**config.mk**
```make
export PLATFORM = sky130hd
export DESIGN_NAME = tron_fetch_unit
export DESIGN_NICKNAME = d
export VERILOG_FILES = /design/src/rtl/tron_pkg.sv /design/src/rtl/tron_fetch_fifo.sv /design/src/rtl/tron_fetch_unit.sv
export SDC_FILE = /design/constraint.sdc
export NUM_CORES = 1
export LEC_CHECK = 0
export ABC_CLOCK_PERIOD_IN_PS = 4700
export BUFFER_PORTS_ARGS = -buffer_cell sky130_fd_sc_hd__buf_2
export CAP_MARGIN = 25
export CORE_MARGIN = 2
export CORE_UTILIZATION = 40
export CTS_CLUSTER_DIAMETER = 200
export CTS_CLUSTER_SIZE = 10
export DETAILED_ROUTE_END_ITERATION = 8
export SETUP_SLACK_MARGIN = 0.4
export SYNTH_ARGS = -nofsm -noshare
export SYNTH_HDL_FRONTEND = slang
export SYNTH_SLANG_ARGS = --single-unit
```
**constraint.sdc**
```tcl
create_clock -name clk -period 4.7 [get_ports clk]
set_input_delay 0.47 -clock clk [delete_from_list [all_inputs] [get_ports clk]]
set_output_delay 0.47 -clock clk [all_outputs]
set_load 0.02 [all_outputs]
```
**src/rtl/tron_pkg.sv**
```systemverilog
// Shared Tron fetch definitions: default widths, reset PC, fetch FSM states
// and helpers that slice the four 4-bit fields of a Tron instruction word.
package tron_pkg;

  localparam int TRON_ADDR_W  = 16;
  localparam int TRON_INSTR_W = 16;
  localparam logic [TRON_ADDR_W-1:0] TRON_RESET_PC = 16'h0000;

  typedef enum logic [1:0] {
    S_RUN   = 2'd0,
    S_FLUSH = 2'd1,
    S_HALT  = 2'd2
  } fetch_state_t;

  function automatic logic [3:0] op_field3(input logic [15:0] ins);
    return ins[15:12];
  endfunction

  function automatic logic [3:0] op_field2(input logic [15:0] ins);
    return ins[11:8];
  endfunction

  function automatic logic [3:0] op_field1(input logic [15:0] ins);
    return ins[7:4];
  endfunction

  function automatic logic [3:0] op_field0(input logic [15:0] ins);
    return ins[3:0];
  endfunction

endpackage

```
**src/rtl/tron_fetch_fifo.sv**
```systemverilog
// Prefetch FIFO of {instr, pc} pairs with flush and occupancy count.
// Head outputs read straight from storage and read as zero while empty.
module tron_fetch_fifo
  import tron_pkg::*;
#(
  parameter int DEPTH   = 2,
  parameter int INSTR_W = TRON_INSTR_W,
  parameter int ADDR_W  = TRON_ADDR_W
) (
  input  logic                    clk,
  input  logic                    reset,
  input  logic                    i_flush,
  input  logic                    i_push,
  input  logic [INSTR_W-1:0]      i_instr,
  input  logic [ADDR_W-1:0]       i_pc,
  input  logic                    i_pop,
  output logic [INSTR_W-1:0]      o_instr,
  output logic [ADDR_W-1:0]       o_pc,
  output logic                    o_valid,
  output logic [$clog2(DEPTH):0]  o_count
);

  localparam int PW = $clog2(DEPTH);

  logic [INSTR_W-1:0] r_instr_mem [DEPTH];
  logic [ADDR_W-1:0]  r_pc_mem    [DEPTH];
  logic [PW-1:0]      r_wr_ptr;
  logic [PW-1:0]      r_rd_ptr;
  logic [PW:0]        r_count;
  logic               w_push;
  logic               w_pop;

  assign w_push = i_push && !i_flush;
  assign w_pop  = i_pop && (r_count != '0) && !i_flush;

  always_ff @(posedge clk) begin
    if (!reset || i_flush) begin
      r_wr_ptr <= '0;
      r_rd_ptr <= '0;
      r_count  <= '0;
    end else begin
      if (w_push) r_wr_ptr <= r_wr_ptr + 1'b1;
      if (w_pop)  r_rd_ptr <= r_rd_ptr + 1'b1;
      r_count <= r_count + (PW+1)'(w_push) - (PW+1)'(w_pop);
    end
  end

  // Storage is data only; validity comes from the count.
  always_ff @(posedge clk) begin
    if (w_push) begin
      r_instr_mem[r_wr_ptr] <= i_instr;
      r_pc_mem[r_wr_ptr]    <= i_pc;
    end
  end

  assign o_valid = (r_count != '0);
  assign o_instr = o_valid ? r_instr_mem[r_rd_ptr] : '0;
  assign o_pc    = o_valid ? r_pc_mem[r_rd_ptr] : '0;
  assign o_count = r_count;

endmodule

```
**src/rtl/tron_fetch_unit.sv**
```systemverilog
// Tron instruction fetch: PC, 1-cycle program-memory reads, prefetch FIFO,
// redirect flush and halt handling in front of the core's valid/ready port.
module tron_fetch_unit
  import tron_pkg::*;
#(
  parameter int                ADDR_W   = TRON_ADDR_W,
  parameter int                INSTR_W  = TRON_INSTR_W,
  parameter logic [ADDR_W-1:0] RESET_PC = TRON_RESET_PC,
  parameter int                DEPTH    = 2
) (
  input  logic               clk,
  input  logic               reset,
  output logic               mem_rd_en,
  output logic [ADDR_W-1:0]  mem_addr,
  input  logic [INSTR_W-1:0] mem_rdata,
  output logic [INSTR_W-1:0] instr,
  output logic [ADDR_W-1:0]  instr_pc,
  output logic               instr_valid,
  input  logic               instr_ready,
  input  logic               redirect_valid,
  input  logic [ADDR_W-1:0]  redirect_pc,
  input  logic               halt,
  output logic [ADDR_W-1:0]  fetch_pc
);

  localparam int CW = $clog2(DEPTH) + 1;

  fetch_state_t      r_state;
  fetch_state_t      w_state_nxt;
  logic [ADDR_W-1:0] r_pc;
  logic [ADDR_W-1:0] r_inflight_pc;
  logic              r_inflight;
  logic [CW-1:0]     w_count;
  logic [CW:0]       w_used;
  logic              w_pop;
  logic              w_push;
  logic              w_issue;

  assign w_pop  = instr_valid && instr_ready;
  assign w_push = r_inflight && !redirect_valid;
  // Credit counts the head leaving this cycle so a full stream keeps 1 instr/cycle.
  assign w_used = {1'b0, w_count} + (CW+1)'(r_inflight) - (CW+1)'(w_pop);

  always_comb begin
    w_state_nxt = r_state;
    w_issue     = 1'b0;
    case (r_state)
      S_RUN, S_FLUSH: begin
        w_issue = reset && !halt && !redirect_valid && (w_used < (CW+1)'(DEPTH));
        if (redirect_valid) w_state_nxt = S_FLUSH;
        else if (halt)      w_state_nxt = S_HALT;
        else                w_state_nxt = S_RUN;
      end
      S_HALT: begin
        if (!halt) w_state_nxt = S_RUN;
      end
      default: w_state_nxt = S_RUN;
    endcase
  end

  always_ff @(posedge clk) begin
    if (!reset) begin
      r_state    <= S_RUN;
      r_pc       <= RESET_PC;
      r_inflight <= 1'b0;
    end else begin
      r_state    <= w_state_nxt;
      r_inflight <= w_issue;
      if (redirect_valid) r_pc <= redirect_pc;
      else if (w_issue)   r_pc <= r_pc + 1'b1;
    end
  end

  always_ff @(posedge clk) begin
    if (w_issue) r_inflight_pc <= r_pc;
  end

  assign mem_rd_en = w_issue;
  assign mem_addr  = r_pc;
  assign fetch_pc  = r_pc;

  tron_fetch_fifo #(
    .DEPTH   (DEPTH),
    .INSTR_W (INSTR_W),
    .ADDR_W  (ADDR_W)
  ) u_fifo (
    .clk     (clk),
    .reset   (reset),
    .i_flush (redirect_valid),
    .i_push  (w_push),
    .i_instr (mem_rdata),
    .i_pc    (r_inflight_pc),
    .i_pop   (w_pop),
    .o_instr (instr),
    .o_pc    (instr_pc),
    .o_valid (instr_valid),
    .o_count (w_count)
  );

endmodule

```
==> results.sh, run 1 <==
export IMPL_outcome="finished, final reports clean"
export IMPL_met3_length_microns=326
export IMPL_cts_setup_buffers=0
export IMPL_wl_met1_microns=3930
export IMPL_cp_end_kind="output port"
export IMPL_hold_path_class="input pin to register"
export IMPL_min_period_over_period_pct=80.1
export IMPL_grt_pass1_wl_microns=13700
export IMPL_cp_start_kind="register"
export IMPL_drtIter0Drc=170
export IMPL_finalSetupTns_ns=0
export IMPL_grt_overflow_total=0
export IMPL_cts_reportedPaths_clkPinSlew_ns=0.10
export IMPL_maxUsedRoutingLayer="met4"
export IMPL_diodes=0
export IMPL_p_leak_uw=0.00191
export IMPL_met2_length_microns=4450
export IMPL_ys_ff_latch=104
export IMPL_crit_path_max_fanout=21
export IMPL_syn_area_sq_um=4370
export IMPL_drive_gt1_share_pct=30.1
export IMPL_ys_types=44
export IMPL_synth_nets=375
export IMPL_p_per_area_nw_per_um2=321
export IMPL_grt_usage_pct=15.4
export IMPL_rows=38
export IMPL_synth_cells=333
export IMPL_place_congestion=0.813
export IMPL_synthFlopType="edfxtp_1"
export IMPL_initial_core_util_pct=40.6
export IMPL_maxCapViolCount=0
export IMPL_hold_viol=0
export IMPL_cts_inserted_buffers=9
export IMPL_slew_headroom_pct=36.4
export IMPL_core_region_area_sq_um=10700
export IMPL_clkLatencyLatePin_ns=0.36
export IMPL_startpoint="u_fifo.o_count[1]$_SDFF_PP0_"
export IMPL_clockRootBuffer="clkbuf_8"
export IMPL_seq_area_frac_synth_pct=66.0
export IMPL_cts_path_max_buffers=2
export IMPL_cts_resized=0
export IMPL_skew_ns=0.0124
export IMPL_layout_min_cycle_time_ns=3.76
export IMPL_synthToLayoutAreaGrowth_pct=16.2
export IMPL_grt_max_degree=33
export IMPL_worst_endpoint_arrival_ns=3.29
export IMPL_antenna_left=0
export IMPL_io_buffers=102
export IMPL_tightest_slew_ns=0.952
export IMPL_rsz0062_at_grt="no"
export IMPL_finalNonFillerCells=562
export IMPL_die_y_microns=109
export IMPL_ctsHoldBuffers=0
export IMPL_die_width_microns=109
export IMPL_setup_violations=0
export IMPL_finalPower_uw=1630
export IMPL_synth_async_reset_ratio_pct=0
export IMPL_r2r_cells=13
export IMPL_vias_per_cell=5.03
export IMPL_crit_required_ns=4.23
export IMPL_antenna_found_initial=0
export IMPL_drc_errors=0
export IMPL_hpwl_microns=6010
export IMPL_num_vias=2827
export IMPL_holdCritStartpoint="mem_rdata[0]"
export IMPL_path_class="register to output port"
export IMPL_max_freq_mhz=266
export IMPL_drv_slew=0
export IMPL_placedCellCount=546
export IMPL_nNetsFinal=459
export IMPL_drt_total_wl_microns=8860
export IMPL_first_global_vias=2698
export IMPL_ff2ff_setup_slack_ns=1.24
export IMPL_wire_per_inst_microns=15.8
export IMPL_min_delay_path_depth=1
export IMPL_synth_edff_count=80
export IMPL_min_to="u_fifo.r_instr_mem[1][0]$_DFFE_PP_"
export IMPL_r2r_end="fetch_pc[12]$_SDFFE_PN0P_"
export IMPL_worstReg2RegStart="u_fifo.o_count[1]$_SDFF_PP0_"
export IMPL_avgSynthCellArea_sq_um=13.1
export IMPL_clock_sinks=104
export IMPL_io_pins=103
export IMPL_die_area_sq_um=11800
export IMPL_ys_warn_count=0
export IMPL_tritoncts="built"
export IMPL_htreeDepth=3
export IMPL_peakVddDrop_mv=0.195
export IMPL_firstDrtPassIters=4
-- area by class of cell --
class	instances	area, sq um
Fill cell	1012	5670
Tap cell	140	175
Timing Repair Buffer	106	553
Clock buffer	12	135
Sequential cell	104	2880
Multi-Input combinational cell	184	1250
Clock inverter	4	32.5
Inverter	12	45.0
-- through the flow --
| step | area (sq um) | utilization, % | hold slack (ns) | worst slack, ns |
|---|---|---|---|---|
| finish | 5080 | 47.3 | 0.291 | 0.936 |
| global route | 5080 | 47.3 | 0.276 | 0.772 |
| CTS | 5080 | 47.3 | 0.276 | 0.908 |
| detailed placement | 4910 | 45.7 | 0.431 | 1.27 |
| global placement | 4890 | 45.5 | 0.424 | 1.36 |
| floorplan | 4370 | - | 0.421 | 1.27 |
-- critical path, cell delays in order, from the launching register on --
cell	delay, ns
dfxtp_1	0.38
nor2_2	0.16
inv_1	0.06
nand2_1	0.11
inv_1	0.05
ha_1	0.26
nand2b_1	0.15
fa_1	0.54
nand4bb_4	0.12
or3_4	0.46
inv_1	0.37
buf_2	0.25
-- per-layer routing --
layer / vias to the layer above / track usage [%]
met5: - / 0
li1: 1385 / -
met1: 1366 / 19.5
met3: 12 / 2.53
met2: 64 / 26.6
met4: 0 / 5.95
-- Yosys cell counts (3+ instances only) --
cell type,number,share of area (%)
o311ai_0,4,0.80
dfxtp_1,24,11
ha_1,4,1.1
or4_1,4,0.69
edfxtp_1,80,55
nand2_1,23,2.0
and2_1,3,0.43
nand4_1,7,1.0
xor2_1,3,0.60
xnor2_1,3,0.60
clkbuf_1,10,0.86
buf_4,17,2.9
a31oi_1,6,0.86
buf_1,3,0.26
a21oi_1,6,0.69
mux2i_1,32,7.3
nor2_1,39,3.4
nor3_1,3,0.34
o31a_1,4,0.80
o22ai_1,3,0.43
nand3_1,6,0.69
nor4_1,5,0.72
inv_1,12,1.0
and3_1,3,0.43
-- kinds of logic (layout without fill, tap and decap cells) --
| kind of cell | after synthesis | count (layout) | synth area share (%) |
|---|---|---|---|
| flops | 104 | 104 | 66.0 |
| simple gates | 102 | 102 | 11.6 |
| fa+ha+maj | 5 | 5 | 1.60 |
| buf+inv | 45 | 134 | 5.56 |
| xor+xnor | 6 | 6 | 1.20 |
| compound gates | 39 | 39 | 6.67 |
| mux | 32 | 32 | 7.33 |
-- where the power goes --
part,internal [uW],total [uW],switching [uW]
combinational,44.2,119,74.3
sequential,1010,1030,22.6
clock,195,484,289
total,1250,1630,386
-- state kept, by name, indices dropped and copies added (netlist names), named ones only --
| name | cells |
|---|---|
| fetch_pc | 16 |
| r_inflight | 1 |
| r_inflight_pc | 16 |
| r_state | 2 |
| u_fifo.o_count | 2 |
| u_fifo.r_instr_mem | 32 |
| u_fifo.r_pc_mem | 32 |
| u_fifo.r_rd_ptr | 1 |
| u_fifo.r_wr_ptr | 1 |
-- placed cells by master, fill, tap and decap left out, types with 4 or more instances in the layout --
| cell | n |
|---|---|
| buf_2 | 102 |
| dfxtp_1 | 23 |
| a31oi_1 | 6 |
| clkbuf_8 | 9 |
| mux2i_1 | 32 |
| o311ai_0 | 4 |
| o31a_1 | 4 |
| nor4_1 | 5 |
| ha_1 | 4 |
| nand2_1 | 23 |
| a21oi_1 | 6 |
| nand3_1 | 6 |
| edfxtp_1 | 80 |
| nor2_1 | 38 |
| inv_1 | 12 |
| nand4_1 | 7 |
| or4_1 | 4 |
-- worst max-delay path by stage --
stage,to,slack (ns),depth (start not counted)
after floorplan,mem_rd_en,1.27,12
after global placement,fetch_pc[10]$_SDFFE_PN0P_,1.36,12
after detailed placement,fetch_pc[12]$_SDFFE_PN0P_,1.27,13
after CTS,mem_rd_en,0.91,11
after global routing,mem_rd_en,0.77,11
final,mem_rd_en,0.94,11
(Power assumes the default switching activity.)
==> run 2: changes to the inputs <==
--- a/config.mk
+++ b/config.mk
@@ -5,7 +5,7 @@
 export SDC_FILE = /design/constraint.sdc
 export NUM_CORES = 1
 export LEC_CHECK = 0
-export ABC_CLOCK_PERIOD_IN_PS = 4700
+export ABC_CLOCK_PERIOD_IN_PS = 3200
 export BUFFER_PORTS_ARGS = -buffer_cell sky130_fd_sc_hd__buf_2
 export CAP_MARGIN = 25
 export CORE_MARGIN = 2
==> constraint.sdc (replaced) <==
create_clock -name clk -period 3.2 [get_ports clk]
set_input_delay 0.32 -clock clk [delete_from_list [all_inputs] [get_ports clk]]
set_output_delay 0.32 -clock clk [all_outputs]
set_load 0.02 [all_outputs]
==> run 2 against run 1 <==
- global-route usage is 0.95 points higher
- combinational power rose by 61%
- sequential cell count is the same
- die area unchanged
- final cell count rose by 2.5%
- first-iteration DRC count rose by 31%
==> results.sh, run 2 (same netlist as run 1, synthesis figures left out) <==
export IMPL_outcome="finished, final reports clean"
export IMPL_placedCellCount=549
export IMPL_clkLatencyLatePin_ns=0.36
export IMPL_drtIter0Drc=222
export IMPL_drive_gt1_share_pct=35.1
export IMPL_die_area_sq_um=11800
export IMPL_drt_total_wl_microns=9530
export IMPL_seqPwrFrac_pct=61.6
export IMPL_tritoncts="built"
export IMPL_io_buffers=102
export IMPL_fillers=1009
export IMPL_die_width_microns=109
export IMPL_path_class="register to output port"
export IMPL_p_leak_uw=0.00201
export IMPL_finalSetupTns_ns=0
export IMPL_cp_start_kind="register"
export IMPL_clock_sinks=104
export IMPL_grt_max_degree=33
export IMPL_final_common_cell="buf_2"
export IMPL_layout_min_cycle_time_ns=2.92
export IMPL_core_region_area_sq_um=10700
export IMPL_intPower_uw=1840
export IMPL_hpwl_microns=6200
export IMPL_clockRootBuffer="clkbuf_8"
export IMPL_maxCapViolCount=0
export IMPL_htreeDepth=3
export IMPL_swShare_pct=24.8
export IMPL_worst_endpoint_arrival_ns=2.60
export IMPL_initial_core_util_pct=40.6
export IMPL_skew_ns=0.0109
export IMPL_r2r_cells=12
export IMPL_drv_slew=0
export IMPL_cts_reportedPaths_clkPinSlew_ns=0.10
export IMPL_wire_per_inst_microns=16.6
export IMPL_setup_violations=0
export IMPL_diodes=0
export IMPL_peakVddDrop_mv=0.236
export IMPL_reg_top3="u_fifo.r_instr_mem: 32 flops, u_fifo.r_pc_mem: 32 flops"
export IMPL_synthToLayoutAreaGrowth_pct=20.1
export IMPL_r2r_end="fetch_pc[5]$_SDFFE_PN0P_"
export IMPL_io_pins=103
export IMPL_cts_inserted_buffers=9
export IMPL_holdCritStartpoint="mem_rdata[5]"
export IMPL_min_to="u_fifo.r_instr_mem[0][5]$_DFFE_PP_"
export IMPL_crit_required_ns=2.88
export IMPL_cp_end_kind="output port"
export IMPL_worstReg2RegStart="u_fifo.o_count[0]$_SDFF_PP0_"
export IMPL_vias_per_cell=5.07
export IMPL_pwr_share_clk_pct=30.6
export IMPL_finalNonFillerCells=576
export IMPL_p_per_area_nw_per_um2=468
export IMPL_ff2ff_setup_slack_ns=0.36
export IMPL_rows=38
export IMPL_slew_headroom_pct=44.4
export IMPL_hold_viol=0
export IMPL_place_congestion=0.757
export IMPL_cts_path_max_buffers=2
export IMPL_grt_pass1_wl_microns=14300
export IMPL_min_period_over_period_pct=91.2
export IMPL_crit_path_max_fanout=2
export IMPL_comb_power_share_pct=7.8
export IMPL_mostFrequentLayoutCells="buf_2, edfxtp_1, nor2_1"
export IMPL_firstDrtPassIters=5
export IMPL_antenna_found_initial=0
export IMPL_switchingPower_uw=610
export IMPL_die_y_microns=109
export IMPL_rsz0062_at_grt="yes"
export IMPL_grt_overflow_total=0
export IMPL_antenna_left=0
export IMPL_grt_usage_pct=16.4
export IMPL_nNetsFinal=473
export IMPL_min_delay_path_depth=1
export IMPL_tightest_slew_ns=0.834
export IMPL_first_global_vias=2876
export IMPL_max_freq_mhz=343
export IMPL_num_vias=2922
export IMPL_drc_errors=0
export IMPL_hold_path_class="input pin to register"
[run 2: changes by cell type in the layout (fill, tap and decap cells not counted), moves of 3 or more]
| cell | previous run | this run |
|---|---|---|
| clkbuf_1 | 3 | 0 |
| buf_4 | 3 | 14 |
| inv_1 | 12 | 9 |
| inv_4 | 0 | 3 |
| buf_6 | 0 | 4 |
[run 2: worst max path at each step]
stage	start	endpoint	slack, ns	depth (start not counted)
after floorplan	u_fifo.o_count[1]$_SDFF_PP0_	fetch_pc[11]$_SDFFE_PN0P_	0.33	12
after global placement	u_fifo.o_count[1]$_SDFF_PP0_	mem_rd_en	0.30	12
after detailed placement	u_fifo.o_count[1]$_SDFF_PP0_	mem_rd_en	0.27	12
after CTS	u_fifo.o_count[1]$_SDFF_PP0_	mem_rd_en	0.16	12
after global routing	u_fifo.o_count[0]$_SDFF_PP0_	mem_rd_en	0.18	12
final	u_fifo.o_count[0]$_SDFF_PP0_	mem_rd_en	0.28	12
[run 2: critical path, stage by stage, from the launching register on]
cell and delay [ns]:
dfxtp_2 0.35, nor2_4 0.13, inv_4 0.05, nand2_4 0.07, inv_4 0.03, ha_4 0.19
nand2b_4 0.13, fa_1 0.52, nand4bb_4 0.12, or3_4 0.38, inv_4 0.07, buf_6 0.09
buf_6 0.10
[run 2: per-layer routing]
layer  routed length, microns  GRT usage [%]  up-vias  share of wire, %
met3                      471           3.44       12               4.9
met1                     3940           19.9     1396                41
met2                     4980           28.6       96                52
met5                        0              0        -                 0
li1                         -              -     1418                 -
met4                      139           6.14        0               1.5
[run 2: area by class of cell]
cell class / instances / area (sq um) / area share [%]
Tap cell: 140 / 175 / 3.34
Timing Repair Buffer: 119 / 656 / 12.5
Sequential cell: 104 / 2890 / 55.1
Inverter: 12 / 52.6 / 1.00
Multi-Input combinational cell: 185 / 1300 / 24.7
Clock inverter: 7 / 53.8 / 1.03
Clock buffer: 9 / 124 / 2.36
[run 2: power by group through the flow]
stage / logic, uW / registers (uW) / clock network [uW]
2_1_floorplan: 111 / 1550 / 0
3_3_place_gp: 177 / 1540 / 0
3_5_place_dp: 180 / 1540 / 0
4_1_cts: 189 / 1510 / 775
5_1_grt: 208 / 1520 / 834
6_report: 191 / 1510 / 752
[run 2: what timing repair did]
item / CTS / global route
setup endpoints to repair: 19 / 17
gates resized for setup: 11 / 3
gates cloned: 1 / 0
hold buffers: 0 / 0
pin swaps: 5 / 8
buffers inserted: 8 / 2
[run 2: through the flow]
step / instance area (sq um) / total power, uW / hold slack, ns / setup slack [ns] / util [%]
2_1_floorplan: 4410 / 1660 / 0.419 / 0.333 / -
4_1_cts: 5220 / 2480 / 0.119 / 0.156 / 48.6
6_report: 5250 / 2450 / 0.136 / 0.283 / 48.8
3_3_place_gp: 4940 / 1720 / 0.424 / 0.298 / 46.0
5_1_grt: 5250 / 2560 / 0.114 / 0.182 / 48.8
3_5_place_dp: 4940 / 1720 / 0.430 / 0.266 / 46.0
==> run 3: changes to the inputs <==
--- a/config.mk
+++ b/config.mk
@@ -13,6 +13,7 @@
 export CTS_CLUSTER_DIAMETER = 200
 export CTS_CLUSTER_SIZE = 10
 export DETAILED_ROUTE_END_ITERATION = 8
+export PLACE_DENSITY_LB_ADDON = 0.08
 export SETUP_SLACK_MARGIN = 0.4
 export SYNTH_ARGS = -nofsm -noshare
 export SYNTH_HDL_FRONTEND = slang
==> run 3 against run 2 <==
- via count increased by 0.31%
- routed wire length decreased by 2.5%
- die area unchanged
- clock skew increased by 0.0015 ns
- sequential power about the same
- sequential cell count unchanged
- utilization increased by 0.55 points
- critical endpoint is now fetch_pc[5]$_SDFFE_PN0P_
- largest cell class unchanged
==> results.sh, run 3 (same netlist as run 1, synthesis figures left out) <==
export IMPL_setup_violations=0
export IMPL_ff2ff_setup_slack_ns=0.31
export IMPL_p_leak_uw=0.00202
export IMPL_holdCritStartpoint="mem_rdata[7]"
export IMPL_first_global_vias=2864
export IMPL_cts_reportedPaths_clkPinSlew_ns=0.10
export IMPL_drc_errors=0
export IMPL_min_to="u_fifo.r_instr_mem[1][7]$_DFFE_PP_"
export IMPL_worstReg2RegStart="u_fifo.o_count[0]$_SDFF_PP0_"
export IMPL_grt_usage_pct=16.6
export IMPL_antenna_found_initial=0
export IMPL_htreeDepth=3
export IMPL_num_vias=2931
export IMPL_wire_per_inst_microns=16.1
export IMPL_max_freq_mhz=346
export IMPL_crit_required_ns=3.49
export IMPL_cts_inserted_buffers=9
export IMPL_worst_endpoint_arrival_ns=3.18
export IMPL_hold_path_class="input pin to register"
export IMPL_skew_ns=0.0123
export IMPL_tritoncts="built"
export IMPL_path_class="register to register"
export IMPL_finalSetupTns_ns=0
export IMPL_cp_start_kind="register"
export IMPL_drv_slew=0
export IMPL_grt_max_degree=33
export IMPL_firstDrtPassIters=4
export IMPL_cp_end_kind="register"
export IMPL_core_region_area_sq_um=10700
export IMPL_vias_per_cell=5.07
export IMPL_outcome="finished, final reports clean"
export IMPL_io_pins=103
export IMPL_grt_pass1_wl_microns=14600
export IMPL_crit_path_max_fanout=14
export IMPL_cts_path_max_buffers=2
export IMPL_critical_path_max_stage_delay_ns=0.52
export IMPL_clockRootBuffer="clkbuf_8"
export IMPL_final_common_cell="buf_2"
export IMPL_reg_top3="u_fifo.r_instr_mem: 32 flops, u_fifo.r_pc_mem: 32 flops"
export IMPL_grt_overflow_total=0
export IMPL_diodes=0
export IMPL_rows=38
export IMPL_synthToLayoutAreaGrowth_pct=21.5
export IMPL_slew_headroom_pct=39.2
export IMPL_fin_ws_ns=0.312
export IMPL_rsz0062_at_grt="yes"
export IMPL_die_width_microns=109
export IMPL_io_buffers=102
export IMPL_maxCapViolCount=0
export IMPL_hpwl_microns=6030
export IMPL_antenna_left=0
export IMPL_r2r_end="fetch_pc[5]$_SDFFE_PN0P_"
export IMPL_drt_total_wl_microns=9290
export IMPL_preCtsSetupSlack_ns=0.190
export IMPL_holdWs_ns=0.141
export IMPL_peakVddDrop_mv=0.274
export IMPL_path_cells="nor2_4, inv_4, nand2_4, inv_4, ha_4, nand2b_4, fa_1, nand4bb_4, or3_4, buf_12, or4_1, a31oi_1"
export IMPL_drtIter0Drc=171
export IMPL_initial_core_util_pct=40.6
export IMPL_crit_path_frequent_cell="inv_4"
export IMPL_hold_viol=0
export IMPL_tightest_slew_ns=0.912
export IMPL_mostFrequentLayoutCells="buf_2, edfxtp_1, nor2_1"
export IMPL_min_period_over_period_pct=90.3
export IMPL_clock_sinks=104
export IMPL_r2r_cells=12
export IMPL_placedCellCount=550
export IMPL_die_y_microns=109
export IMPL_place_congestion=0.830
export IMPL_cp_slowest_cell="fa_1"
export IMPL_nNetsFinal=475
export IMPL_die_area_sq_um=11800
export IMPL_clkLatencyLatePin_ns=0.36
export IMPL_min_delay_path_depth=1
export IMPL_p_per_area_nw_per_um2=468
export IMPL_finalNonFillerCells=578
export IMPL_drive_gt1_share_pct=35.8
export IMPL_layout_min_cycle_time_ns=2.89
run 3: worst max path at each step:
stage                                 startpoint                   endpoint  slack (ns)  depth (start not counted)
floorplan           u_fifo.o_count[1]$_SDFF_PP0_  fetch_pc[11]$_SDFFE_PN0P_        0.33                         12
global placement    u_fifo.o_count[1]$_SDFF_PP0_   fetch_pc[9]$_SDFFE_PN0P_        0.23                         13
detailed placement  u_fifo.o_count[1]$_SDFF_PP0_   fetch_pc[9]$_SDFFE_PN0P_        0.19                         13
CTS                 u_fifo.o_count[1]$_SDFF_PP0_                  mem_rd_en        0.19                         11
global route        u_fifo.o_count[0]$_SDFF_PP0_                  mem_rd_en        0.21                         11
finish              u_fifo.o_count[0]$_SDFF_PP0_   fetch_pc[5]$_SDFFE_PN0P_        0.31                         12
run 3: worst max-delay path, delay by kind of cell, from the launching register on:
family / cells / cell delay, ns
fa+ha+maj: 2 / 0.71
compound gates: 1 / 0.16
buf+inv: 3 / 0.24
flops: 1 / 0.35
simple gates: 6 / 1.34
run 3: power breakdown:
group,total (uW),internal (uW),switching (uW)
clock network,775,314,461
logic,199,80.4,119
registers,1510,1480,31.8
run 3: timing repair:
item                                   4_1_cts  5_1_grt
hold buffers                                 0        0
endpoints found under the hold margin        0        0
pin swaps                                    5        5
buffers inserted                             7        5
setup endpoints to repair                   27       28
resized for setup                           13        5
run 3: layout make-up:
| type | count | area, sq um |
|---|---|---|
| timing repair buffer | 122 | 699 |
| sequential | 104 | 2890 |
| clock buffer | 10 | 138 |
| tap | 140 | 175 |
| inverter | 12 | 53.8 |
| multi-input combinational | 184 | 1300 |
| fill | 1011 | 5440 |
| clock inverter | 6 | 51.3 |
run 3: routing by layer:
| metal | GRT usage (%) | vias up | part of all wire [%] |
|---|---|---|---|
| met5 | 0 | - | 0 |
| met2 | 27.2 | 89 | 48 |
| met1 | 21.9 | 1414 | 45 |
| li1 | - | 1414 | - |
| met3 | 2.77 | 14 | 5.0 |
| met4 | 6.50 | 0 | 1.6 |
run 3: through the flow:
step,cell area (sq um),util (%),total power (uW)
2_1_floorplan,4410,-,1660
3_3_place_gp,4950,46.1,1720
3_5_place_dp,4950,46.1,1730
4_1_cts,5240,48.8,2510
5_1_grt,5310,49.4,2580
6_report,5310,49.4,2480
